[src/rtl/rs_pkg.sv]
// -----------------------------------------------------------------------------
// rs_pkg
// Shared definitions for the Tomasulo reservation stations.
//   - default data/tag/opcode widths
//   - per-unit CDB tag bases (add, mul, load) and the "register valid" tag
//   - entry record type describing one reservation-station slot
// Optional build macro used by the station: RS_AGE_SEL_EN (oldest-first select).
// -----------------------------------------------------------------------------
package rs_pkg;

    localparam int RS_WORD_SIZE = 32;
    localparam int RS_TAG_SIZE  = 8;
    localparam int RS_OP_SIZE   = 4;
    localparam int RS_AGE_MAX_W = 5;    // enough for the largest supported DEPTH (32)

    // Tag of entry 0 for each functional-unit class.
    localparam logic [RS_TAG_SIZE-1:0] RS_ADD_BASE      = 8'h20;
    localparam logic [RS_TAG_SIZE-1:0] RS_MUL_BASE      = 8'h40;
    localparam logic [RS_TAG_SIZE-1:0] RS_LW_BASE       = 8'h80;
    // Register result status holds this tag when the architectural value is current.
    localparam logic [RS_TAG_SIZE-1:0] RS_REG_VALID_TAG = 8'h7F;

    // One reservation-station slot at the default widths.
    typedef struct packed {
        logic                     valid;
        logic [RS_OP_SIZE-1:0]    op;
        logic                     a_rdy;
        logic [RS_TAG_SIZE-1:0]   a_tag;
        logic [RS_WORD_SIZE-1:0]  a_val;
        logic                     b_rdy;
        logic [RS_TAG_SIZE-1:0]   b_tag;
        logic [RS_WORD_SIZE-1:0]  b_val;
        logic [RS_AGE_MAX_W-1:0]  age;
    } rs_entry_t;

endpackage

[src/rtl/rs_select.sv]
// -----------------------------------------------------------------------------
// rs_select
// Issue arbiter for the reservation station.
//   ready  : one bit per entry, entry holds a fully ready operation
//   ages   : (RS_AGE_SEL_EN only) packed per-entry age, AW bits each,
//            0 = oldest; ages of valid entries are unique
//   grant  : one-hot winner
//   idx    : binary index of the winner (0 when nothing is ready)
//   any    : at least one entry is ready
// Build macro RS_AGE_SEL_EN: winner is the ready entry with minimum age;
// otherwise the lowest-index ready entry wins.
// -----------------------------------------------------------------------------
module rs_select #(
    parameter int DEPTH = 8,
    parameter int IW    = $clog2(DEPTH),
    parameter int AW    = $clog2(DEPTH)
) (
    input  logic [DEPTH-1:0]    ready,
`ifdef RS_AGE_SEL_EN
    input  logic [DEPTH*AW-1:0] ages,
`endif
    output logic [DEPTH-1:0]    grant,
    output logic [IW-1:0]       idx,
    output logic                any
);

    logic found;
`ifdef RS_AGE_SEL_EN
    logic [AW-1:0] best_age;

    always_comb begin
        grant    = '0;
        idx      = '0;
        found    = 1'b0;
        best_age = '0;
        for (int i = 0; i < DEPTH; i++) begin
            if (ready[i] && (!found || (ages[i*AW +: AW] < best_age))) begin
                grant    = '0;
                grant[i] = 1'b1;
                idx      = IW'(i);
                best_age = ages[i*AW +: AW];
                found    = 1'b1;
            end
        end
        any = found;
    end
`else
    always_comb begin
        grant = '0;
        idx   = '0;
        found = 1'b0;
        for (int i = 0; i < DEPTH; i++) begin
            if (ready[i] && !found) begin
                grant[i] = 1'b1;
                idx      = IW'(i);
                found    = 1'b1;
            end
        end
        any = found;
    end
`endif

endmodule

[src/rtl/rs_station.sv]
// -----------------------------------------------------------------------------
// rs_station
// Reservation station for one functional-unit class. Holds up to DEPTH
// dispatched operations, captures missing operands from the CDB and issues one
// fully ready operation per cycle over a valid/ready handshake.
// Entry i is known on the CDB as UNIT_BASE + i.
//
// Ports
//   clk, rst_n                 clock, asynchronous active-low reset
//   flush                      synchronous squash of every entry
//   disp_valid / disp_ready    dispatch handshake (ready = a free entry exists)
//   disp_op, disp_{a,b}_rdy/_tag/_val   dispatched operation and operands
//   disp_tag                   tag the accepted dispatch receives
//   cdb_valid/_tag/_data       common data bus snoop
//   iss_valid / iss_ready      issue handshake to the functional unit
//   iss_op, iss_a, iss_b, iss_tag       issued operation
//   count                      number of occupied entries
//
// Build macro RS_AGE_SEL_EN: oldest-first issue select using a per-entry age;
// when undefined the lowest-index ready entry issues and no age is kept.
// -----------------------------------------------------------------------------
module rs_station
    import rs_pkg::*;
#(
    parameter int                    DEPTH     = 8,
    parameter int                    WORD_SIZE = RS_WORD_SIZE,
    parameter int                    TAG_SIZE  = RS_TAG_SIZE,
    parameter logic [TAG_SIZE-1:0]   UNIT_BASE = RS_ADD_BASE,
    parameter int                    OP_SIZE   = RS_OP_SIZE
) (
    input  logic                        clk,
    input  logic                        rst_n,
    input  logic                        flush,
    input  logic                        disp_valid,
    output logic                        disp_ready,
    input  logic [OP_SIZE-1:0]          disp_op,
    input  logic                        disp_a_rdy,
    input  logic                        disp_b_rdy,
    input  logic [TAG_SIZE-1:0]         disp_a_tag,
    input  logic [TAG_SIZE-1:0]         disp_b_tag,
    input  logic [WORD_SIZE-1:0]        disp_a_val,
    input  logic [WORD_SIZE-1:0]        disp_b_val,
    output logic [TAG_SIZE-1:0]         disp_tag,
    input  logic                        cdb_valid,
    input  logic [TAG_SIZE-1:0]         cdb_tag,
    input  logic [WORD_SIZE-1:0]        cdb_data,
    output logic                        iss_valid,
    input  logic                        iss_ready,
    output logic [OP_SIZE-1:0]          iss_op,
    output logic [WORD_SIZE-1:0]        iss_a,
    output logic [WORD_SIZE-1:0]        iss_b,
    output logic [TAG_SIZE-1:0]         iss_tag,
    output logic [$clog2(DEPTH+1)-1:0]  count
);

    localparam int IW = $clog2(DEPTH);
    localparam int AW = $clog2(DEPTH);
    localparam int CW = $clog2(DEPTH+1);

    // ---------------------------------------------------------------- state
    logic [DEPTH-1:0]       valid_reg;
    logic [DEPTH-1:0]       a_rdy_reg;
    logic [DEPTH-1:0]       b_rdy_reg;
    logic [OP_SIZE-1:0]     op_reg    [DEPTH];
    logic [TAG_SIZE-1:0]    a_tag_reg [DEPTH];
    logic [TAG_SIZE-1:0]    b_tag_reg [DEPTH];
    logic [WORD_SIZE-1:0]   a_val_reg [DEPTH];
    logic [WORD_SIZE-1:0]   b_val_reg [DEPTH];
    logic [CW-1:0]          count_reg;

    // ------------------------------------------------------- per-entry view
    logic [DEPTH-1:0] ready_vec;
    logic [DEPTH-1:0] a_wake;
    logic [DEPTH-1:0] b_wake;

    // Wakeup compares every CDB tag, including ones from other stations;
    // an entry never waits on its own tag so no self-filtering is needed.
    generate
        for (genvar gi = 0; gi < DEPTH; gi++) begin : g_entry
            assign ready_vec[gi] = valid_reg[gi] & a_rdy_reg[gi] & b_rdy_reg[gi];
            assign a_wake[gi]    = cdb_valid & valid_reg[gi] & ~a_rdy_reg[gi]
                                   & (cdb_tag == a_tag_reg[gi]);
            assign b_wake[gi]    = cdb_valid & valid_reg[gi] & ~b_rdy_reg[gi]
                                   & (cdb_tag == b_tag_reg[gi]);
        end
    endgenerate

    // ----------------------------------------------------- free-slot finder
    logic [DEPTH-1:0] free_grant;
    logic [IW-1:0]    free_idx;
    logic             free_found;

    always_comb begin
        free_grant = '0;
        free_idx   = '0;
        free_found = 1'b0;
        for (int i = 0; i < DEPTH; i++) begin
            if (!valid_reg[i] && !free_found) begin
                free_grant[i] = 1'b1;
                free_idx      = IW'(i);
                free_found    = 1'b1;
            end
        end
    end

    // -------------------------------------------------------- issue select
    logic [DEPTH-1:0] iss_grant;
    logic [IW-1:0]    iss_idx;

`ifdef RS_AGE_SEL_EN
    logic [AW-1:0]       age_reg [DEPTH];
    logic [DEPTH*AW-1:0] age_flat;

    generate
        for (genvar gi = 0; gi < DEPTH; gi++) begin : g_age
            assign age_flat[gi*AW +: AW] = age_reg[gi];
        end
    endgenerate
`endif

    rs_select #(
        .DEPTH (DEPTH),
        .IW    (IW),
        .AW    (AW)
    ) u_select (
        .ready (ready_vec),
`ifdef RS_AGE_SEL_EN
        .ages  (age_flat),
`endif
        .grant (iss_grant),
        .idx   (iss_idx),
        .any   (iss_valid)
    );

    // ------------------------------------------------------------- outputs
    // Fullness comes from the registered count only, so an issue in the same
    // cycle never opens a slot for a same-cycle dispatch.
    assign disp_ready = (count_reg < CW'(DEPTH));
    assign disp_tag   = UNIT_BASE + TAG_SIZE'(free_idx);
    assign count      = count_reg;

    // Issue payload is forced to zero when nothing is issuable so the bus is
    // quiet after reset and between operations.
    assign iss_op  = iss_valid ? op_reg[iss_idx]    : '0;
    assign iss_a   = iss_valid ? a_val_reg[iss_idx] : '0;
    assign iss_b   = iss_valid ? b_val_reg[iss_idx] : '0;
    assign iss_tag = iss_valid ? (UNIT_BASE + TAG_SIZE'(iss_idx)) : '0;

    // ------------------------------------------------------ dispatch inputs
    logic                 do_disp;
    logic                 do_iss;
    logic                 a_byp;
    logic                 b_byp;
    logic                 new_a_rdy;
    logic                 new_b_rdy;
    logic [WORD_SIZE-1:0] new_a_val;
    logic [WORD_SIZE-1:0] new_b_val;

    assign do_disp = disp_valid & disp_ready & ~flush;
    assign do_iss  = iss_valid & iss_ready & ~flush;

    // An operand whose producer broadcasts in the dispatch cycle is captured
    // directly; otherwise it would miss the broadcast forever.
    assign a_byp     = ~disp_a_rdy & cdb_valid & (cdb_tag == disp_a_tag);
    assign b_byp     = ~disp_b_rdy & cdb_valid & (cdb_tag == disp_b_tag);
    assign new_a_rdy = disp_a_rdy | a_byp;
    assign new_b_rdy = disp_b_rdy | b_byp;
    assign new_a_val = a_byp ? cdb_data : disp_a_val;
    assign new_b_val = b_byp ? cdb_data : disp_b_val;

    // ------------------------------------------------------- entry storage
    always_ff @(posedge clk or negedge rst_n) begin
        if (!rst_n) begin
            valid_reg <= '0;
            a_rdy_reg <= '0;
            b_rdy_reg <= '0;
            count_reg <= '0;
            for (int i = 0; i < DEPTH; i++) begin
                op_reg[i]    <= '0;
                a_tag_reg[i] <= '0;
                b_tag_reg[i] <= '0;
                a_val_reg[i] <= '0;
                b_val_reg[i] <= '0;
            end
        end else if (flush) begin
            valid_reg <= '0;
            count_reg <= '0;
        end else begin
            for (int i = 0; i < DEPTH; i++) begin
                if (a_wake[i]) begin
                    a_rdy_reg[i] <= 1'b1;
                    a_val_reg[i] <= cdb_data;
                end
                if (b_wake[i]) begin
                    b_rdy_reg[i] <= 1'b1;
                    b_val_reg[i] <= cdb_data;
                end
                if (do_iss && iss_grant[i]) begin
                    valid_reg[i] <= 1'b0;
                end
                // The free slot is never valid, so this cannot collide with
                // the wakeup or issue updates above.
                if (do_disp && free_grant[i]) begin
                    valid_reg[i] <= 1'b1;
                    op_reg[i]    <= disp_op;
                    a_rdy_reg[i] <= new_a_rdy;
                    a_tag_reg[i] <= disp_a_tag;
                    a_val_reg[i] <= new_a_val;
                    b_rdy_reg[i] <= new_b_rdy;
                    b_tag_reg[i] <= disp_b_tag;
                    b_val_reg[i] <= new_b_val;
                end
            end
            count_reg <= count_reg + CW'(do_disp) - CW'(do_iss);
        end
    end

`ifdef RS_AGE_SEL_EN
    // Age = number of older valid entries. A newcomer is younger than every
    // survivor; when an entry issues, everything younger moves up by one.
    always_ff @(posedge clk or negedge rst_n) begin
        if (!rst_n) begin
            for (int i = 0; i < DEPTH; i++) begin
                age_reg[i] <= '0;
            end
        end else if (!flush) begin
            for (int i = 0; i < DEPTH; i++) begin
                if (do_disp && free_grant[i]) begin
                    age_reg[i] <= AW'(count_reg - CW'(do_iss));
                end else if (do_iss && valid_reg[i] && (age_reg[i] > age_reg[iss_idx])) begin
                    age_reg[i] <= age_reg[i] - AW'(1);
                end
            end
        end
    end
`endif

endmodule

[config.mk]
export PLATFORM = sky130hd
export DESIGN_NAME = rs_station
export DESIGN_NICKNAME = d
export VERILOG_FILES = /design/src/rtl/rs_pkg.sv /design/src/rtl/rs_select.sv /design/src/rtl/rs_station.sv
export SDC_FILE = /design/constraint.sdc
export NUM_CORES = 2
export LEC_CHECK = 0
export BUFFER_PORTS_ARGS = -buffer_cell sky130_fd_sc_hd__buf_2
export CAP_MARGIN = 40
export CORE_MARGIN = 3
export CORE_UTILIZATION = 49
export CTS_BUF_LIST = sky130_fd_sc_hd__clkbuf_8 sky130_fd_sc_hd__clkbuf_16
export DETAILED_ROUTE_END_ITERATION = 10
export PLACE_DENSITY_LB_ADDON = 0.1
export SETUP_SLACK_MARGIN = 0.02
export SLEW_MARGIN = 20
export SYNTH_ARGS = -nofsm -noshare
export SYNTH_HDL_FRONTEND = slang
export SYNTH_SLANG_ARGS = --single-unit
[constraint.sdc]
create_clock -name clk -period 5.05 [get_ports clk]
set_input_delay 1.515 -clock clk [delete_from_list [all_inputs] [get_ports clk]]
set_output_delay 1.515 -clock clk [all_outputs]
set_load 0.1 [all_outputs]
==> summary.txt <==
POWER
--------------------------------------------------------------------------------
Total net switching power                                                6590 uW
Peak supply drop                                                        0.305 mV
Internal                                                               12,500 uW
Register share of total power                                              0.368
Combinational Power Share                                                  0.324
Power density of the placed cells                                    418 nW/um^2
Static leakage                                                         0.0206 uW
Switching part of the total                                                0.345
Share of total power in the clock network                                  0.309

SETUP PATH
--------------------------------------------------------------------------------
Category of the most critical setup path                              reg -> out
Crit. Startpoint                                                    valid_reg[4]$_DFFE_PN0P_
Biggest fanout along the worst timing path                                    19
Setup crit end kind                                                  output port
Arrival time of the worst setup path                                     3.44 ns
Data required, critical path                                             3.54 ns
Crit path launch type                                                       flop
Launching point of the worst reg2reg path                           count[3]$_DFF_PN0_

SYNTH
--------------------------------------------------------------------------------
Flip-flop and latch count after synthesis                                    700
EDFF count, synth                                                              0
Largest family of logic cells by synthesized area                   compound AO/OA/AOI/OAI gates
Post-synth ARST share                                                       1.00
Most common cell in the netlist                                     sky130_fd_sc_hd__dfrtp_1
Cell types occupying the most area after synthesis                  sky130_fd_sc_hd__dfrtp_1, sky130_fd_sc_hd__o21a_1, sky130_fd_sc_hd__inv_1
Post-synthesis cell type with the largest combined area             sky130_fd_sc_hd__dfrtp_1
Gate count of the mapped netlist                                           3,843
Synth cell count leaders                                            sky130_fd_sc_hd__dfrtp_1, sky130_fd_sc_hd__inv_1, sky130_fd_sc_hd__nand2_1
Post-synth top area share                                                  0.450
Post-synthesis xor/xnor area fraction                                     0.0331
Synthesis warning total                                                        0
Share of cell area taken by muxes after synthesis                         0.0543
Share of the synthesized area in compound gates (AO/OA/AOI/OAI)            0.273
Post-Synthesis Mean Instance Area                                      10.1 um^2
Sequential share of the synthesized area                                   0.450
Unique masters post-synth                                                     71
Prevailing post-synth register cell                                 sky130_fd_sc_hd__dfrtp_1
Post-synthesis instance area                                         39,000 um^2
Share of synthesized cell area in and, or, nand and nor gates             0.0830
Adder-cell area share of the yosys netlist                               0.00180

CELLS AND AREA
--------------------------------------------------------------------------------
Fraction of layout cells with a size suffix above 1                        0.230
Final cell utilization of the core                                         0.585
NumNets Final                                                              3,986
Area growth syn-to-layout                                                  17.3%
Final instance area                                                  45,700 um^2
Number of fill cells in the layout                                         6,616

CLOCK NETWORK
--------------------------------------------------------------------------------
Clock Root Buffer                                                   sky130_fd_sc_hd__clkbuf_16
Worst-path clk slew                                                      0.06 ns
Total number of H-tree levels                                                  3
Number of hold buffers added after CTS                                         0
Clk_lat worst skew                                                       0.65 ns
CTS Buf Count                                                                 81
CTS tree                                                                   built
Clock Path Buffers                                                             3
Total number of clock tree sinks                                             700

DETAILED ROUTING
--------------------------------------------------------------------------------
DRC viols                                                                      0
Average wire length per cell after detail routing                        31.7 um
Number of vias per cell after detailed routing                              7.03
DR vias                                                                   34,900
Wirelength, routed                                                    157,000 um
Violation count after the first detailed-routing iteration                 4,685
Antenna-violating nets left                                                    0
Detailed-router iteration count before antenna repair                          9

STA
--------------------------------------------------------------------------------
Worst setup slack after layout                                         0.0977 ns
Setup repair after global routing missed its margin                         true
Total count of hold-check failures in the final report                         0
Total negative slack                                                        0 ns
Final critical-path required period                                      4.95 ns
Period Utilization, post-route                                             0.981
# setup viols final                                                            0
Worst hold margin                                                       0.477 ns
Max Fclk                                                                 202 MHz
Max-slew violations                                                            0
Final Skew                                                             0.0196 ns
Slew at the pin with the worst max-slew slack                           0.900 ns
Worst relative slew slack                                                  0.400

GRT
--------------------------------------------------------------------------------
Overflow after GRT                                                             0
Number of global-route vias before repair                                 35,200
First-pass GRT wire length                                            230,000 um
Global Route met2 Usage                                                    0.561
Number of antenna violations at the first check in global routing              9
Largest net degree at the start of global routing                            129
Met3 routing resource usage after global routing                          0.0956
Most Used Layer, Global Route                                               met2
Total global-route track usage                                             0.372
Met1 usage in global routing                                               0.496

FLOORPLAN
--------------------------------------------------------------------------------
Top-level port count                                                         222
Starting utilization of the core area                                      0.499
Die width                                                                 288 um
Core region area                                                     78,100 um^2
Die area                                                             82,900 um^2
Number of cell rows                                                          102
Die Y                                                                     288 um

PLACEMENT
--------------------------------------------------------------------------------
HPWL after DPL                                                         92,100 um
Final RePlAce weighted congestion                                          0.917
Placement-stage worst setup slack                                       0.546 ns
Number of input and output port buffers inserted                             212
Dpl cell area                                                        42,800 um^2

WORST HOLD PATH
--------------------------------------------------------------------------------
Start point of the worst min-delay path                             op_reg[15]$_DFFE_PN0P_
Worst Hold Class                                                      reg -> reg

STATUS
--------------------------------------------------------------------------------
Status                                                              complete, no violations

FLOW RUN
--------------------------------------------------------------------------------
Maximum Capacitance Violations                                                 0

## final timing paths
| kind | depth (start not counted) | slack (ns) | endpoint |
|---|---|---|---|
| worst max-delay path | 8 | 0.1 | iss_b[23] |
| worst min-delay path | 2 | 0.48 | op_reg[15]$_DFFE_PN0P_ |
| worst max register to register | 6 | 1.92 | b_tag_reg[35]$_DFFE_PN0P_ |
| worst min register to register | 2 | 0.48 | op_reg[15]$_DFFE_PN0P_ |
| max in group asynchronous | 2 | 2.95 | a_val_reg[218]$_DFFE_PN0P_ |
| min in group asynchronous | 1 | 0.85 | b_val_reg[165]$_DFFE_PN0P_ |
## metal layers
metal | up-vias | routed length [um]
met5 | - | 13
met1 | 17500 | 59800
met2 | 2666 | 68800
met4 | 2 | 9200
li1 | 14100 | -
met3 | 605 | 19400
## metrics by stage
| step | cells | power, uW |
|---|---|---|
| 4_1_cts | 4943 | 19000 |
| 3_5_place_dp | 4797 | 13200 |
| 2_1_floorplan | 3850 | 11200 |
| 3_3_place_gp | 4785 | 12900 |
| 5_1_grt | 4956 | 19800 |
| 6_report | 4958 | 19100 |
## placed cells by master (no fill, tap or decap), drive strengths merged, types with 6 or more instances in the layout
| cell | Yosys | final |
|---|---|---|
| diode | 0 | 6 |
| a21oi | 25 | 25 |
| nand4 | 35 | 35 |
| o32ai | 68 | 68 |
| xor2 | 33 | 33 |
| inv | 546 | 571 |
| clkinv | 0 | 18 |
| nand3 | 48 | 48 |
| o32a | 32 | 32 |
| o21a | 288 | 288 |
| xnor2 | 114 | 114 |
| nor2 | 17 | 17 |
| nand2 | 301 | 301 |
| clkbuf | 294 | 100 |
| conb | 2 | 9 |
| a32oi | 128 | 128 |
| o221a | 192 | 192 |
| nand3b | 7 | 7 |
| nor3 | 14 | 14 |
| mux4 | 68 | 68 |
| nor3b | 8 | 8 |
| or3 | 162 | 162 |
| a222oi | 32 | 32 |
| a21boi | 7 | 7 |
| nor4 | 17 | 17 |
| mux2 | 52 | 52 |
| and3 | 6 | 6 |
| a211oi | 136 | 136 |
| buf | 159 | 366 |
| a2111oi | 68 | 68 |
| o31ai | 8 | 8 |
| o22a | 128 | 128 |
| and4 | 6 | 7 |
| dfrtp | 700 | 700 |
| o21ai | 34 | 34 |
| a221oi | 68 | 68 |
## power groups by stage
stage | clock network (uW) | logic (uW) | registers, uW
global placement | 0 | 5890 | 7060
finish | 5890 | 6170 | 7010
global route | 6160 | 6520 | 7110
detailed placement | 0 | 6050 | 7100
CTS | 5920 | 6080 | 7010
floorplan | 0 | 4200 | 7030
## cell families after synthesis
family,Yosys count
AO/OA/AOI/OAI,1233
other,2
XOR/XNOR,147
AND/OR/NAND/NOR,637
multiplexers,120
buffers and inverters,999
flip-flops,700
adder cells (fa/ha/maj),5
## area by class of cell
cell class,instances,area (um^2),share of cell area
Antenna cell,6,15.0,0.000329
Clock buffer,98,2270,0.0497
Clock inverter,48,360,0.00789
Inverter,546,2050,0.0449
Multi-Input combinational cell,2152,18400,0.403
Sequential cell,700,17500,0.384
Tap cell,1040,1300,0.0285
Timing Repair Buffer,368,3730,0.0817
## what timing repair did
item / CTS / global route
buffers inserted: 0 / 4
resized for setup: 7 / 34
gates cloned: 0 / 5
pin swaps: 2 / 3
endpoints found under the setup margin: 14 / 67
## worst max-delay path: stages (launching register included)
cell	delay (ns)
sky130_fd_sc_hd__dfrtp_1	0.52
sky130_fd_sc_hd__and3_1	0.28
sky130_fd_sc_hd__a211o_4	0.31
sky130_fd_sc_hd__a21o_4	0.26
sky130_fd_sc_hd__inv_4	0.08
sky130_fd_sc_hd__buf_4	0.36
sky130_fd_sc_hd__mux4_2	0.38
sky130_fd_sc_hd__o32ai_2	0.35
sky130_fd_sc_hd__buf_12	0.25
Note: power is estimated with default switching activity, not from simulation.
